--- src/rtl/spi_slave_port.sv ---
// SPI mode-0 responder with oversampled pins and one-entry TX/RX holding registers.
// Optional macro SPI_SLAVE_OVERRUN_EN: keep the unread RX byte and set a sticky
// overrun flag instead of overwriting rx_data.
module spi_slave_port #(
  parameter int unsigned SYNC_STAGES = 2,
  parameter logic [7:0]  IDLE_BYTE   = 8'hFF
) (
  input  logic       clk,
  input  logic       reset,
  input  logic       spi_sclk,
  input  logic       spi_ss,
  input  logic       spi_mosi,
  output logic       spi_miso,
  output logic       spi_miso_oe,
  input  logic [7:0] tx_data,
  input  logic       tx_valid,
  output logic       tx_ready,
  output logic [7:0] rx_data,
  output logic       rx_valid,
  input  logic       rx_ready,
  output logic       busy,
  output logic       overrun
);

  typedef enum logic {IDLE, SHIFT} state_t;

  state_t state, state_next;

  logic [SYNC_STAGES-1:0] sclk_sync, ss_sync, mosi_sync;
  logic       sclk_d, ss_d;
  logic       sclk_s, ss_s, mosi_s;
  logic       sclk_rise, sclk_fall, ss_rise, ss_fall;

  logic [7:0] tx_shift, tx_hold, tx_src, rx_new;
  logic [6:0] rx_shift;
  logic [2:0] bit_cnt;
  logic       tx_full;
  logic       load_tx, shift_tx, shift_rx, clr_cnt, byte_done;

  assign sclk_s = sclk_sync[SYNC_STAGES-1];
  assign ss_s   = ss_sync[SYNC_STAGES-1];
  assign mosi_s = mosi_sync[SYNC_STAGES-1];

  assign sclk_rise = sclk_s & ~sclk_d;
  assign sclk_fall = ~sclk_s & sclk_d;
  assign ss_rise   = ss_s & ~ss_d;
  assign ss_fall   = ~ss_s & ss_d;

  assign tx_src    = tx_full ? tx_hold : IDLE_BYTE;
  assign rx_new    = {rx_shift, mosi_s};
  assign byte_done = shift_rx && (bit_cnt == 3'd7);

  assign busy        = (state == SHIFT);
  assign spi_miso_oe = (state == SHIFT);
  // miso follows the shifter MSB only while selected; it idles high otherwise
  assign spi_miso    = (state == SHIFT) ? tx_shift[7] : 1'b1;
  assign tx_ready    = ~tx_full;

  // Input synchronizers plus the delay registers used for edge detection
  always_ff @(posedge clk) begin
    if (reset) begin
      sclk_sync <= '0;
      ss_sync   <= '1;
      mosi_sync <= '0;
      sclk_d    <= 1'b0;
      ss_d      <= 1'b1;
    end else begin
      sclk_sync <= {sclk_sync[SYNC_STAGES-2:0], spi_sclk};
      ss_sync   <= {ss_sync[SYNC_STAGES-2:0], spi_ss};
      mosi_sync <= {mosi_sync[SYNC_STAGES-2:0], spi_mosi};
      sclk_d    <= sclk_s;
      ss_d      <= ss_s;
    end
  end

  // State register
  always_ff @(posedge clk) begin
    if (reset) state <= IDLE;
    else       state <= state_next;
  end

  // Next state and per-cycle shifter strobes
  always_comb begin
    state_next = state;
    load_tx    = 1'b0;
    shift_tx   = 1'b0;
    shift_rx   = 1'b0;
    clr_cnt    = 1'b0;
    unique case (state)
      IDLE: begin
        if (ss_fall) begin
          state_next = SHIFT;
          load_tx    = 1'b1;
          clr_cnt    = 1'b1;
        end
      end
      SHIFT: begin
        if (ss_rise) begin
          state_next = IDLE;
          clr_cnt    = 1'b1;
        end else if (sclk_rise) begin
          shift_rx = 1'b1;
        end else if (sclk_fall) begin
          if (bit_cnt == 3'd0) load_tx  = 1'b1;
          else                 shift_tx = 1'b1;
        end
      end
      default: state_next = IDLE;
    endcase
  end

  // Shift registers and bit counter
  always_ff @(posedge clk) begin
    if (reset) begin
      tx_shift <= '1;
      rx_shift <= '0;
      bit_cnt  <= '0;
    end else begin
      if (load_tx)       tx_shift <= tx_src;
      else if (shift_tx) tx_shift <= {tx_shift[6:0], 1'b0};
      if (shift_rx)      rx_shift <= rx_new[6:0];
      if (clr_cnt)       bit_cnt  <= '0;
      else if (shift_rx) bit_cnt  <= bit_cnt + 3'd1;
    end
  end

  // TX holding register; write is only accepted when empty, load only drains when full
  always_ff @(posedge clk) begin
    if (reset) begin
      tx_hold <= '0;
      tx_full <= 1'b0;
    end else if (tx_valid && !tx_full) begin
      tx_hold <= tx_data;
      tx_full <= 1'b1;
    end else if (load_tx && tx_full) begin
      tx_full <= 1'b0;
    end
  end

  // RX holding register and handshake
`ifdef SPI_SLAVE_OVERRUN_EN
  always_ff @(posedge clk) begin
    if (reset) begin
      rx_data  <= '0;
      rx_valid <= 1'b0;
      overrun  <= 1'b0;
    end else if (byte_done) begin
      if (rx_valid && !rx_ready) begin
        overrun <= 1'b1;
      end else begin
        rx_data  <= rx_new;
        rx_valid <= 1'b1;
      end
    end else if (rx_valid && rx_ready) begin
      rx_valid <= 1'b0;
    end
  end
`else
  always_ff @(posedge clk) begin
    if (reset) begin
      rx_data  <= '0;
      rx_valid <= 1'b0;
    end else if (byte_done) begin
      rx_data  <= rx_new;
      rx_valid <= 1'b1;
    end else if (rx_valid && rx_ready) begin
      rx_valid <= 1'b0;
    end
  end

  assign overrun = 1'b0;
`endif

endmodule

--- config.mk ---
export PLATFORM = sky130hd
export DESIGN_NAME = spi_slave_port
export DESIGN_NICKNAME = d
export VERILOG_FILES = /design/src/rtl/spi_slave_port.sv
export SDC_FILE = /design/constraint.sdc
export NUM_CORES = 1
export LEC_CHECK = 0
export CORE_MARGIN = 5
export CORE_UTILIZATION = 52
export DETAILED_ROUTE_END_ITERATION = 10
export PLACE_DENSITY = 0.86
export SLEW_MARGIN = 20
export SYNTH_ARGS = -nofsm -noshare
export SYNTH_HDL_FRONTEND = slang
export SYNTH_SLANG_ARGS = --single-unit
--- constraint.sdc ---
create_clock -name clk -period 1.59 [get_ports clk]
set_input_delay 0.477 -clock clk [delete_from_list [all_inputs] [get_ports clk]]
set_output_delay 0.477 -clock clk [all_outputs]
set_load 0.05 [all_outputs]
==> impl_metrics.toml <==
[detailed_routing]
dr.first_iter.drc_count = 76
drc = 0
routedWlPerCell_um = 14.1
vias_per_cell = 5.14
firstDrtPassIters = 4
final_antenna_net_count = 0
wirelength_um = 3830
vias = 1399

[cts]
htree_levels = 2
clk_pin_slew_ns = 0.13
cts_hold_buf = 0
cts_tree = "done"
cts_root_buffer = "clkbuf_4"
cts-buffers-inserted = 5
cts.sinks = 45
insertion_delay_ns = 0.37
clock_path_buffers = 2

[power]
vdd_drop_max_uv = 657
p_per_area_nw_per_um2 = 888
p_total_uw = 2190
p_leak_uw = 0.00114

[timing]
max_freq_mhz = 654
post-route-period-util = 0.961
min_period_ns = 1.53
fin_skew_ns = 0.0133
hold_viol_final = 0
drv_slew = 0
final-setup-viol-count = 0
setup_ws_ns = 0.0617
tns_ns = 0

[synthesis]
seq_area_frac_synth = 0.505
synth_top_area_share = 0.505
yosys.area.top_type = "dfxtp_1"
post_synth.cell_area_avg_um2 = 9.69
yosysWarnings = 0
ys_seq_elements = 45
syn-instance-count = 184
synth_cell_types = 27
syn_nets = 202
syn_area_um2 = 1780
synthTopCellsByArea = "dfxtp_1, mux2i_1, a21oi_1, nor2_1, nand2_1"

[worst_setup_path]
startpoint_type = "flop"
crit_slowest_cell = "dfxtp_2"
worstPathArrival_ns = 1.79
path_max_fanout = 5
r2r.worst_path.cells = 7
r2r_end = "tx_shift[1]"
slowest_delay_ns = 0.35
path_cells = "inv_1, ha_4, and4bb_4, a31oi_4, buf_12, mux2i_1, o21ai_1"
crit_family = "flip-flops"
required_ns = 1.85
ff2ff_setup_slack_ns = 0.06
r2r-start = "bit_cnt[1]"
critPathKind = "reg -> reg"
crit_buf_inv = 2
cp-end-kind = "flop"

[placed_design]
pre_cts_ws_ns = 0.0316
portBuffers = 27
gp_congestion = 0.730
hpwl_um = 2530

[cells_and_area]
syn2layout_area_growth_pct = 38.5
antenna_cells = 0
fillers = 241
fin_nets = 243
final_layout_size_suffix_gt1_frac = 0.235

[die]
chipHeight_um = 68.6
core-area_um2 = 3340
dieArea_um2 = 4700
initial_utilization = 0.534
placementRows = 21
die_w_um = 68.6
io_pins = 29

[grt]
grt_pass1_vias = 1438
grt_pass1_wl_um = 6350
antenna_found_initial = 0
grt_max_degree = 20
grt-ovfl-total = 0
grt.total_usage = 0.185

[hold_path]
holdPathEnd = "sclk_sync[1]"
hold_path_class = "reg -> reg"
whs_path_depth = 1
worstHoldStart = "sclk_sync[0]"

[job]
cap_violations = 0

[outcome]
status = "finished, final reports clean"
==> cell usage in the layout (no fill, tap or decap), drive strengths merged, types with 3 or more instances in the layout <==
| master | n |
|---|---|
| ha | 3 |
| inv | 5 |
| buf | 31 |
| dfxtp | 45 |
| clkbuf | 7 |
| o21ai | 8 |
| nand2 | 18 |
| clkdlybuf4s50 | 14 |
| mux2i | 24 |
| nor2b | 6 |
| a21oi | 19 |
| or2 | 3 |
| nor2 | 21 |
| nand2b | 10 |
==> where the power goes <==
part	switching [µW]	leakage [µW]	total, µW	internal, µW
sequential	22.2	0.000369	1180	1160
combinational	124	0.000727	256	132
clock	377	0.0000445	751	374
total	523	0.00114	2190	1670
==> per-layer routing <==
metal / vias to the layer above / wire length, µm / GRT usage
met1: 659 / 1610 / 0.208
met5: - / 0 / 0
met4: 0 / 129 / 0.129
met3: 14 / 168 / 0.0373
li1: 686 / - / -
met2: 40 / 1920 / 0.312
==> metrics by stage <==
| step | std cells | utilization | area (µm²) | hold slack [ns] |
|---|---|---|---|---|
| floorplan | 184 | - | 1780 | 0.389 |
| global route | 272 | 0.740 | 2470 | 0.467 |
| finish | 272 | 0.740 | 2470 | 0.456 |
| detailed placement | 257 | 0.687 | 2290 | 0.404 |
| global placement | 257 | 0.687 | 2290 | 0.407 |
| CTS | 266 | 0.717 | 2390 | 0.438 |
==> worst max path at each step <==
stage                from     endpoint  cells past startpoint  slack (ns)
6_report       bit_cnt[1]  tx_shift[1]                      7        0.06
5_1_grt        bit_cnt[0]  tx_shift[4]                      7       -0.02
4_1_cts        bit_cnt[0]  tx_shift[1]                      7       0.008
3_5_place_dp   bit_cnt[0]  tx_shift[7]                      7        0.03
3_3_place_gp   bit_cnt[0]  tx_shift[7]                      7        0.08
2_1_floorplan        busy     spi_miso                      2        0.09
==> state kept, by name (all words and copies together) (netlist names) <==
register   cells
tx_full        1
ss_sync        2
mosi_sync      2
sclk_sync      2
tx_shift       8
rx_data        8
ss_d           1
bit_cnt        3
rx_shift       7
tx_hold        8
rx_valid       1
sclk_d         1
busy           1
==> cell type report <==
cell class	count	area, µm²	share of cell area
clock inverter	2	37.5	0.0152
inverter	5	18.8	0.00760
sequential	45	907	0.367
clock buffer	6	51.3	0.0208
timing repair buffer	46	586	0.237
tap	46	57.6	0.0233
multi-input combinational	122	811	0.328
==> cells by family after synthesis <==
group,Yosys count,share of synthesized area
and+or+nand+nor,62,0.179
DFF,45,0.505
adders and majority gates,3,0.0211
buffers and inverters,17,0.0470
AOI/OAI and AO/OA,31,0.106
other,1,0.00210
muxes,24,0.135
xor gates and xnor gates,1,0.00491
==> Yosys cell counts (all sizes together) <==
cell and instances:
o21bai 1, conb 1, and4bb 1, o21ai 8, nand2b 10, inv 5, nor3b 1, nor2 21
or2 3, nand4 1, a41oi 1, a211o 1, a21oi 19, buf 7, nand2 18, nand3 1
dfxtp 45, clkbuf 5, mux2i 24, nor2b 6, a31oi 1, xnor2 1, ha 3
==> what timing repair did <==
item                       in CTS  in global routing
setup endpoints to repair       2                  8
gates cloned                    0                  1
gates resized for setup         3                  3
buffers inserted                1                  5
pin swaps                       0                  3
Note: power is estimated with default switching activity, not from simulation.
